File: config.mk
export PLATFORM = sky130hd
export DESIGN_NAME = vram_writer
export DESIGN_NICKNAME = d
export VERILOG_FILES = /design/src/rtl/vram_writer.sv
export SDC_FILE = /design/constraint.sdc
export NUM_CORES = 1
export LEC_CHECK = 0
export CAP_MARGIN = 20
export CORE_ASPECT_RATIO = 0.5
export CORE_MARGIN = 5
export CORE_UTILIZATION = 51
export CTS_BUF_LIST = sky130_fd_sc_hd__clkbuf_4 sky130_fd_sc_hd__clkbuf_8
export DETAILED_ROUTE_END_ITERATION = 8
export GPL_ROUTABILITY_DRIVEN = 0
export PLACE_DENSITY = 0.78
export RECOVER_POWER = 100
export SLEW_MARGIN = 20
export SYNTH_ARGS = -nofsm -noshare
export SYNTH_HDL_FRONTEND = slang
export SYNTH_SLANG_ARGS = --single-unit
File: constraint.sdc
create_clock -name clk_sys -period 3.4 [get_ports clk_sys]
set_input_delay 0.68 -clock clk_sys [delete_from_list [all_inputs] [get_ports clk_sys]]
set_output_delay 0.68 -clock clk_sys [all_outputs]
set_load 0.02 [all_outputs]
File: src/rtl/vram_writer.sv
// Snoops CPU memory writes that land in the video banks (5 and 7) and queues
// them in a 4-entry FIFO that drains into a dedicated VRAM write port.
module vram_writer (
  input  logic        clk_sys,
  input  logic        nRESET,
  input  logic [15:0] addr,
  input  logic [7:0]  din,
  input  logic        nMREQ,
  input  logic        nWR,
  input  logic        nRFSH,
  input  logic        m128,
  input  logic [2:0]  page_ram,
  input  logic        enable,
  output logic        vram_we,
  output logic [14:0] vram_waddr,
  output logic [7:0]  vram_wdata,
  input  logic        vram_wready,
  output logic [2:0]  level,
  output logic        overflow,
  input  logic        ovf_clr
);

  logic        wr;
  logic        wr_q;
  logic        capture;
  logic        hit;
  logic        bank7;
  logic [22:0] entry;
  logic        push_req;
  logic        push;
  logic        pop;
  logic        full;
  logic        drop;

  logic [22:0] mem_q [4];
  logic [1:0]  rd_ptr_q, rd_ptr_d;
  logic [1:0]  wr_ptr_q, wr_ptr_d;
  logic [2:0]  level_q, level_d;
  logic        ovf_q, ovf_d;
  logic [22:0] head;

  assign wr      = ~nMREQ & ~nWR & nRFSH;
  assign capture = wr & ~wr_q & enable;

  // Bank 5 is always visible at 0x4000; 0xC000 only maps video RAM in 128K mode.
  assign bank7 = (addr[15:14] == 2'b11) & m128 & (page_ram == 3'd7);
  assign hit   = (addr[15:14] == 2'b01) |
                 ((addr[15:14] == 2'b11) & m128 & ((page_ram == 3'd5) | (page_ram == 3'd7)));
  assign entry = {bank7, addr[13:0], din};

  assign push_req = capture & hit;
  assign full     = (level_q == 3'd4);
  assign pop      = (level_q != 3'd0) & vram_wready;
  assign push     = push_req & (~full | pop);
  assign drop     = push_req & full & ~pop;

  always_comb begin
    rd_ptr_d = rd_ptr_q;
    wr_ptr_d = wr_ptr_q;
    level_d  = level_q;
    ovf_d    = ovf_q;
    if (pop)  rd_ptr_d = rd_ptr_q + 2'd1;
    if (push) wr_ptr_d = wr_ptr_q + 2'd1;
    case ({push, pop})
      2'b10:   level_d = level_q + 3'd1;
      2'b01:   level_d = level_q - 3'd1;
      default: level_d = level_q;
    endcase
    // A new drop wins over a simultaneous clear so no loss goes unreported.
    if (drop)         ovf_d = 1'b1;
    else if (ovf_clr) ovf_d = 1'b0;
  end

  always_ff @(posedge clk_sys) begin
    if (!nRESET) begin
      wr_q     <= 1'b0;
      rd_ptr_q <= 2'd0;
      wr_ptr_q <= 2'd0;
      level_q  <= 3'd0;
      ovf_q    <= 1'b0;
    end else begin
      wr_q     <= wr;
      rd_ptr_q <= rd_ptr_d;
      wr_ptr_q <= wr_ptr_d;
      level_q  <= level_d;
      ovf_q    <= ovf_d;
    end
  end

  genvar gi;
  generate
    for (gi = 0; gi < 4; gi++) begin : g_slot
      always_ff @(posedge clk_sys) begin
        if (!nRESET) begin
          mem_q[gi] <= '0;
        end else if (push && (wr_ptr_q == 2'(gi))) begin
          mem_q[gi] <= entry;
        end
      end
    end
  endgenerate

  // Address/data read as zero whenever nothing is being offered.
  assign head       = mem_q[rd_ptr_q];
  assign vram_we    = (level_q != 3'd0);
  assign vram_waddr = vram_we ? head[22:8] : 15'd0;
  assign vram_wdata = vram_we ? head[7:0]  : 8'd0;
  assign level      = level_q;
  assign overflow   = ovf_q;

endmodule

==> results of run 1 <==
through the flow:
step | cells | total power, mW | utilization | setup slack (ps)
final | 539 | 2.37 | 0.639 | 169
after global routing | 539 | 2.46 | 0.639 | 19.7
after CTS | 539 | 2.39 | 0.645 | 138
after detailed placement | 523 | 1.62 | 0.622 | 176
after global placement | 523 | 1.62 | 0.622 | 282
after floorplan | 351 | 1.53 | - | -19.0
cells by family after synthesis:
| family | count (synthesis) |
|---|---|
| fa+ha+maj | 6 |
| buf+inv | 61 |
| mux | 25 |
| simple gates | 140 |
| xor+xnor | 4 |
| compound gates | 12 |
| flops | 103 |
state kept, by name, indices dropped and copies added, names as in the netlist, named ones only:
signal	cells
mem_q	92
wr_ptr_q	2
rd_ptr_q	2
overflow	1
level	3
wr_q	1
area by class of cell:
cell class	count	area (µm²)
timing repair buffer	81	738
multi-input combinational	187	1470
inverter	35	131
clock buffer	9	124
clock inverter	7	80.1
fill	685	3210
sequential	103	2980
tap	117	146
cell usage in the layout, fill, tap and decap left out, types with 2 or more instances in the layout:
| master | Yosys | final |
|---|---|---|
| sky130_fd_sc_hd__a21oi_1 | 3 | 3 |
| sky130_fd_sc_hd__buf_4 | 0 | 9 |
| sky130_fd_sc_hd__clkbuf_1 | 13 | 4 |
| sky130_fd_sc_hd__clkbuf_2 | 0 | 4 |
| sky130_fd_sc_hd__clkbuf_8 | 0 | 9 |
| sky130_fd_sc_hd__clkdlybuf4s50_1 | 0 | 45 |
| sky130_fd_sc_hd__clkinv_4 | 0 | 2 |
| sky130_fd_sc_hd__dfxtp_1 | 11 | 10 |
| sky130_fd_sc_hd__dlygate4sd3_1 | 0 | 18 |
| sky130_fd_sc_hd__edfxtp_1 | 92 | 92 |
| sky130_fd_sc_hd__ha_1 | 5 | 5 |
| sky130_fd_sc_hd__inv_1 | 35 | 35 |
| sky130_fd_sc_hd__inv_6 | 0 | 2 |
| sky130_fd_sc_hd__mux2i_1 | 2 | 2 |
| sky130_fd_sc_hd__mux4_2 | 23 | 23 |
| sky130_fd_sc_hd__nand2_1 | 8 | 8 |
| sky130_fd_sc_hd__nor2_1 | 6 | 6 |
| sky130_fd_sc_hd__nor2b_1 | 23 | 23 |
| sky130_fd_sc_hd__nor3_1 | 93 | 92 |
| sky130_fd_sc_hd__o2111ai_1 | 1 | 2 |
| sky130_fd_sc_hd__o21ai_0 | 5 | 5 |
| sky130_fd_sc_hd__xor2_1 | 4 | 4 |
worst max-delay path, delay by kind of cell:
family                 cells  cell delay (ps)
AOI/OAI and AO/OA          1              170
and+or+nand+nor            2              680
buffers and inverters      3             1770
per-layer routing:
metal	part of all wire	vias to the layer above	track usage	routed length, µm
met3	0.070	8	0.0472	696
met5	0	-	0	0
li1	-	1425	-	-
met2	0.52	125	0.330	5200
met4	0.0076	0	0.0488	76
met1	0.40	1474	0.235	3970
worst max path at each step:
| stage | endpoint | depth (start not counted) | slack, ps | start |
|---|---|---|---|---|
| global placement | mem_q[3][18] | 6 | 280 | vram_wready |
| global route | vram_wdata[2] | 4 | 20 | register |
| floorplan | mem_q[0][0] | 4 | -20 | nMREQ |
| CTS | vram_wdata[2] | 4 | 140 | register |
| finish | mem_q[0][16] | 6 | 170 | vram_wready |
| detailed placement | mem_q[0][16] | 6 | 180 | vram_wready |
power by group through the flow:
stage          logic [mW]  registers [mW]  clock network [mW]
6_report            0.163            1.42               0.783
5_1_grt             0.177            1.43               0.853
4_1_cts             0.172            1.42               0.794
3_5_place_dp        0.172            1.45                   0
3_3_place_gp        0.167            1.45                   0
2_1_floorplan      0.0865            1.45                   0
==> results.md, run 1 <==
- Averaged over all synthesized cells, the footprint is roughly 14 µm².
- The post-synthesis net count is between 300 and 400.
- The total grt overflow is 0.
- Of the post-synthesis cell area, the part taken by muxes is 0.114.
- Subtracting the final worst setup slack from the clock period gives about 3200 ps.
- The number of synthesized flops with an enable pin is 92.
- The core region area is between 8000 and 9000 µm².
- Counting along the longest clock path gives a buffer depth of 2.
- Based on the critical path, the design can be clocked at up to ~310 MHz.
- The peak ir drop on the vdd network is 0.211 mV.
- The die footprint is around 11,000 µm².
- The largest fanout on the critical path is between 40 and 50.
- The critical path goes through dlygate4sd3_1 -> or4b_1 -> o2111ai_1 -> buf_4 -> buf_2 -> nor3_1.
- The number of global-route vias before repair is approximately 3,200.
- For the final database, setup skew stands at between 10 and 15 ps.
- The post-synthesis compound-gate area fraction is 0.0169.
- The run finished with clean final reports.
- The per-cell via count in the routed design is between 5 and 6.
- In the post-synthesis netlist, the biggest area contributors are sky130_fd_sc_hd__edfxtp_1 (58%), sky130_fd_sc_hd__mux4_2 (11%), sky130_fd_sc_hd__nor3_1 (9.8%).
- The async set-or-reset flop fraction in the synthesized netlist is 0.
- For this run, the detailed router's first-pass iteration total came to 4.
- The most frequently used flop master after synthesis is sky130_fd_sc_hd__edfxtp_1.
- The worst register-to-register path ends at mem_q[0][16].
- The later pin in the worst-skew pair is clocked with a latency of approximately 370 ps.
- By area, the combinational part of the netlist is dominated by simple AND/OR/NAND/NOR gates.
- Of the total power, registers draw 0.601.
- The clock buffer count from CTS is 9.
- After the last flow step, the layout net total stands at around 460.
- Detailed routing inserted a total of approximately 3,000 vias.
- The worst slew margin relative to its limit is 0.484.
- By count the netlist is led by sky130_fd_sc_hd__nor3_1 (93), sky130_fd_sc_hd__edfxtp_1 (92), sky130_fd_sc_hd__inv_1 (35), sky130_fd_sc_hd__mux4_2 (23), sky130_fd_sc_hd__nor2b_1 (23).
- Of the post-synthesis cell area, the dominant cell type holds 0.583.
- The post-synthesis instance area is around 4700 µm².
- Buffers placed on the I/O ports in this run total between 60 and 70.
- The Yosys step of the flow raised 0 warnings.
- Yosys mapped the design onto 31 distinct sky130hd cell types.
- The layout cell share with drive strength beyond 1 is 0.130.
- Setup repair after global routing left no endpoint under its margin.
- After clock tree synthesis, the repair step resized 0 gates.
- The worst-case reg-to-reg path depth is 5.
- The cell-internal power is ~1.8 mW.
- The violation count after the first detailed-routing iteration is 247.
- The initialized floorplan defines 24 standard-cell rows.
- The share of the clock period used by the worst path is 0.950.
- The worst hold path passes through 2 cells.
- The global-route wire length before repair is approximately 17 mm.
- The final wirelength is around 10 mm.
- Across every metal layer, demand over resource in global routing totals 0.187.
- The synthesized design contains 103 register bits.
- The switching share of power is 0.225.
- Entering global routing, the biggest net connects 50 pins.
- The required time of the critical path is around 3500 ps.
- Final hold analysis gives a worst-case slack of 484 ps.
- For this configuration, the core starts out at a cell density of 0.533.
- The worst setup slack for register-to-register paths is 610 ps.
- The slew at the pin with the worst max-slew slack is 774 ps.
- The repair_antennas step left the layout with diodes totalling 0.
- The setup total negative slack is 0 ps.
- Of the total synthesized cell area, the portion taken by AND, OR, NAND and NOR gates is 0.156.
- The path with the worst hold slack has its endpoint at overflow.
- The clock sink total is just over 100.
- In this design, the stage delay of the slowest critical-path cell is 710 ps.
- The per-cell routed wire length is ~18 µm.
- The root buffer cell chosen for the clock tree is sky130_fd_sc_hd__clkbuf_8.
- The launch instance of the worst min-delay path is overflow.
- In this run the count of I/O pins placed on the die edge is 64.
- The clock group share of total power is 0.330.
- In this run the remaining antenna-violating nets after routing total 0.
- Max-cap violations in this run came to 0.
- Clock-pin slew was measured on the worst setup and hold paths at approximately 100 ps.
- Of the total power, combinational logic draws 0.069.
- Once placement finished, the instance area stood at 5530 µm².
- The synthesized design spends more area on one cell type than any other, namely sky130_fd_sc_hd__edfxtp_1.
- Of the total synthesized cell area, the portion taken by XOR and XNOR cells is 0.00739.
- The type of the worst setup path is input pin to register.
- Data on the critical path arrives at its endpoint at about 3300 ps.
- The height of the chip is 78.2 µm.
- In the routed design, unresolved DRC markers number 0.
- Among all cell types in the netlist, the one instantiated most often is sky130_fd_sc_hd__nor3_1.
- The slowest stage of the critical path belongs to the cell sky130_fd_sc_hd__buf_2.
- The number of antenna violations at the first check in global routing was 0.
- Hold repair after CTS inserted 0 buffers.
- Of the total synthesized cell area, the portion taken by full adders, half adders and majority gates is 0.0174.
- The cell count after synthesis came out at ~350.
- The part of the Yosys area used for sequential elements is 0.629.
- The TritonCTS clock tree is built.
- Dividing total power by cell area gives a power density of 417 nW/µm².
- The total setup buffers inserted after CTS is 0.
- In this run the worst hold path is classified as register to register.
- The final count of pins violating max slew is 0.
- Summed over all nets, the switching power comes to 0.533 mW.
- The number of failing hold endpoints at the final stage came to 0.
- The number of H-tree levels is 3.
- The endpoint class of the critical path is a register.
- The leakage power summed over all cells is about 2.0 nW.
- The launch point of the worst reg-to-reg path is level[2].
- Setup violations remaining at the end of the flow were counted as 0.
- The layout overhead on the synthesized area is 19.8%.
- Once layout is done, the placed cells without fillers occupy between 5000 and 6000 µm².
- The worst setup path is launched from an input pin.
- The die extent in x is approximately 150 µm.
- The estimated wirelength of the detail-placed design is roughly 6.6 mm.
Note: power is estimated with default switching activity, not from simulation.
==> run 2, diff against run 1 <==
- REMOVE_ABC_BUFFERS: unset -> 1
==> run 2 against run 1 <==
Clock power grew 6.0%; sequential cell count is the same; setup slack gained 120 ps; clock-buffer cell count is the same; via count shrank 2.3%; hold slack gained 5.7 ps; final area shrank 0.40%; clock skew shrank 4.3 ps; maximum frequency grew 3.7%; total power grew 1.8%; sequential share of layout area grew 0.21 points; sequential power is essentially flat; critical endpoint is now vram_waddr[10]; largest cell class unchanged; largest power group unchanged.
==> results.md, run 2 (synthesized netlist as in run 1, its figures left out) <==
- The endpoint arrival time on the critical path is 2430 ps.
- The switching share of power is 0.212.
- The sequential standard cell area is between 2000 and 3000 µm².
- The diode insertion count for antenna repair is 0.
- The share of total power dissipated in combinational logic is 0.067.
- The finished cells cover between 5000 and 6000 µm².
- The required time of the critical path is between 2000 and 3000 ps.
- The TritonCTS clock tree is built.
- Setup repair after global routing left no endpoint under its margin.
- Entering global routing, the biggest net connects a little under 50 pins.
- The per-cell routed wire length is approximately 18 µm.
- For this run, the share of the core covered by cells in the final layout is 0.636.
- The number of failing hold endpoints at the final stage is 0.
- Of the cells placed in the final design, the portion with a size suffix greater than 1 is 0.120.
- The maximum clock frequency is approximately 320 MHz.
- The library cell used most frequently in the layout, excluding fill and tap cells, is sky130_fd_sc_hd__nor3_1.
- The share of power burned in registers is 0.589.
- In the layout the commonest cells are sky130_fd_sc_hd__nor3_1 (93), sky130_fd_sc_hd__edfxtp_1 (92), sky130_fd_sc_hd__clkdlybuf4s50_1 (57).
- Counting cells, the worst reg-to-reg path comes to 5.
- The number of flip-flops under the largest register name is between 90 and 100.
- The final layout contains approximately 450 nets.
- The number of H-tree levels is 3.
- Measured along the y axis, the die boundary spans ~80 µm.
- The worst-case IR drop observed on VDD is between 0.15 and 0.2 mV.
- For this run, the detailed router's first-pass iteration total came to 4.
- The worst hold path passes through 2 cells.
- The worst setup path is of the register to output port kind.
- The worst register-to-register path begins at level[0].
- The count of nets left with antenna violations once routing finished came out at 0.
- Across all setup checks in the final design, the least slack found is roughly 290 ps.
- The clock buffer count from CTS is 9.
- The endpoint of the worst hold-timing path is overflow.
- Clock-pin slew was measured on the worst setup and hold paths at around 90 ps.
- The core region area is approximately 8900 µm².
- The die covers ~11,000 µm².
- Setup violations remaining at the end of the flow were counted as 0.
- The total grt overflow is 0.
- For this block, the initial DRC count from the detailed router was around 220.
- The number of port buffers is 63.
- The clock group share of total power is 0.344.
- The number of fillers in the final layout is between 600 and 700.
- The layout overhead on the synthesized area is 19.3%.
- The number of global-route vias before repair is 3,039.
- The type of the most critical hold path is register to register.
- In this run the count of I/O pins placed on the die edge is 64.
- The overall via count from detail_route is roughly 3,000.
- The endpoint class of the critical path is an output port.
- The share of the clock period used by the worst path is 0.916.
- Internal power comes to ~1.9 mW.
- The smallest clock period supported by the final layout is computed as a little over 3000 ps.
- The post-cts gate resize count is 0.
- The die extent in x is 146 µm.
- In the routed design, unresolved DRC markers number 0.
- The ratio of total power to cell area is ~430 nW/µm².
- More flip-flops sit in one register than any other, and that register is mem_q.
- The initial core utilization is 0.533.
- The total setup buffers inserted after CTS is 0.
- The number of max-cap violations is 0.
- Summing all placed instances gives a cell area of about 5500 µm².
- The tree built by TritonCTS fans out to ~100 sinks.
- The worst setup slack after placement is about 210 ps.
- The library cell used as clock root buffer is sky130_fd_sc_hd__clkbuf_8.
- The final wirelength is ~9.6 mm.
- At the later pin of the worst-skew pair, clock insertion delay measures around 380 ps.
- In this run the register-to-register setup slack is ~780 ps.
- The worst slew margin relative to its limit is 0.110.
- The wire-length estimate of the detail-placed layout is just under 6 mm.
- The run finished with clean final reports.
- The worst register-to-register path ends at mem_q[3][14].
- The row count is 24.
- The slew at the pin with the worst max-slew slack is approximately 1300 ps.
- The leakage power summed over all cells is between 1.5 and 2 nW.
- The net switching power of the design is 0.512 mW.
- The global-route wire length before repair is around 16 mm.
- The per-cell via count in the routed design is 5.54.
- The footprint of the multi-input gates is roughly 1500 µm².
- The launch instance of the worst min-delay path is overflow.
- The final count of pins violating max slew is 0.
- The critical path startpoint category is a register.
- The overall routing resource usage is 0.178.
- Between clock sinks in the finished design, the worst skew comes to between 10 and 15 ps.
- The maximum buffer depth of the clock tree is 2.
- The largest fanout on the critical path is 23.
- The number of antenna violations at the first check in global routing came to 0.
- Hold repair after CTS inserted 0 buffers.
[run 2: changes by cell type in the layout (fill, tap and decap cells not counted)]
| cell | delta |
|---|---|
| sky130_fd_sc_hd__buf_2 | -1 |
| sky130_fd_sc_hd__buf_4 | -6 |
| sky130_fd_sc_hd__bufinv_16 | +1 |
| sky130_fd_sc_hd__clkbuf_4 | +2 |
| sky130_fd_sc_hd__clkdlybuf4s50_1 | +12 |
| sky130_fd_sc_hd__clkinv_1 | -1 |
| sky130_fd_sc_hd__clkinv_2 | +1 |
| sky130_fd_sc_hd__clkinvlp_4 | +2 |
| sky130_fd_sc_hd__dlygate4sd3_1 | -12 |
| sky130_fd_sc_hd__inv_6 | -2 |
| sky130_fd_sc_hd__inv_8 | -1 |
| sky130_fd_sc_hd__nor3_1 | +1 |
| sky130_fd_sc_hd__nor3_2 | -1 |
[run 2: through the flow]
stage | hold WS (ps) | power (mW) | setup TNS (ps) | cells
3_5_place_dp | 484 | 1.62 | 0 | 518
3_3_place_gp | 463 | 1.61 | 0 | 518
5_1_grt | 548 | 2.51 | 0 | 534
6_report | 490 | 2.41 | 0 | 534
2_1_floorplan | 471 | 1.53 | -149490 | 325
4_1_cts | 503 | 2.43 | 0 | 534
[run 2: power by group through the flow]
stage	registers (mW)	logic, mW	clock network (mW)
2_1_floorplan	1.45	0.0779	0
3_3_place_gp	1.45	0.166	0
3_5_place_dp	1.45	0.168	0
4_1_cts	1.42	0.169	0.839
5_1_grt	1.42	0.175	0.907
6_report	1.42	0.161	0.830
[run 2: layer usage]
metal | up-vias | share of wire | track usage
li1 | 1416 | - | -
met1 | 1436 | 0.39 | 0.218
met2 | 99 | 0.52 | 0.316
met3 | 10 | 0.074 | 0.0593
met4 | 0 | 0.014 | 0.0347
met5 | - | 0 | 0
[run 2: worst max path at each step]
stage | start | to | slack (ps)
CTS | register | vram_wdata[4] | 290
detailed placement | vram_wready | mem_q[1][11] | 210
global route | register | vram_wdata[0] | 120
global placement | vram_wready | mem_q[3][11] | 280
finish | register | vram_waddr[10] | 290
floorplan | page_ram[2] | mem_q[0][0] | -1600
[run 2: critical path: stages, from the launching register on]
cell and delay [ps]:
sky130_fd_sc_hd__dfxtp_2 320, sky130_fd_sc_hd__clkbuf_4 450, sky130_fd_sc_hd__mux4_2 560, sky130_fd_sc_hd__nor2b_1 150, sky130_fd_sc_hd__clkdlybuf4s50_1 550
[run 2: cell type report]
| class | instances | share of cell area |
|---|---|---|
| clock buffer | 9 | 0.0219 |
| clock inverter | 7 | 0.0173 |
| inverter | 35 | 0.0232 |
| multi-input combinational | 187 | 0.260 |
| sequential | 103 | 0.528 |
| tap | 117 | 0.0259 |
| timing repair buffer | 76 | 0.124 |
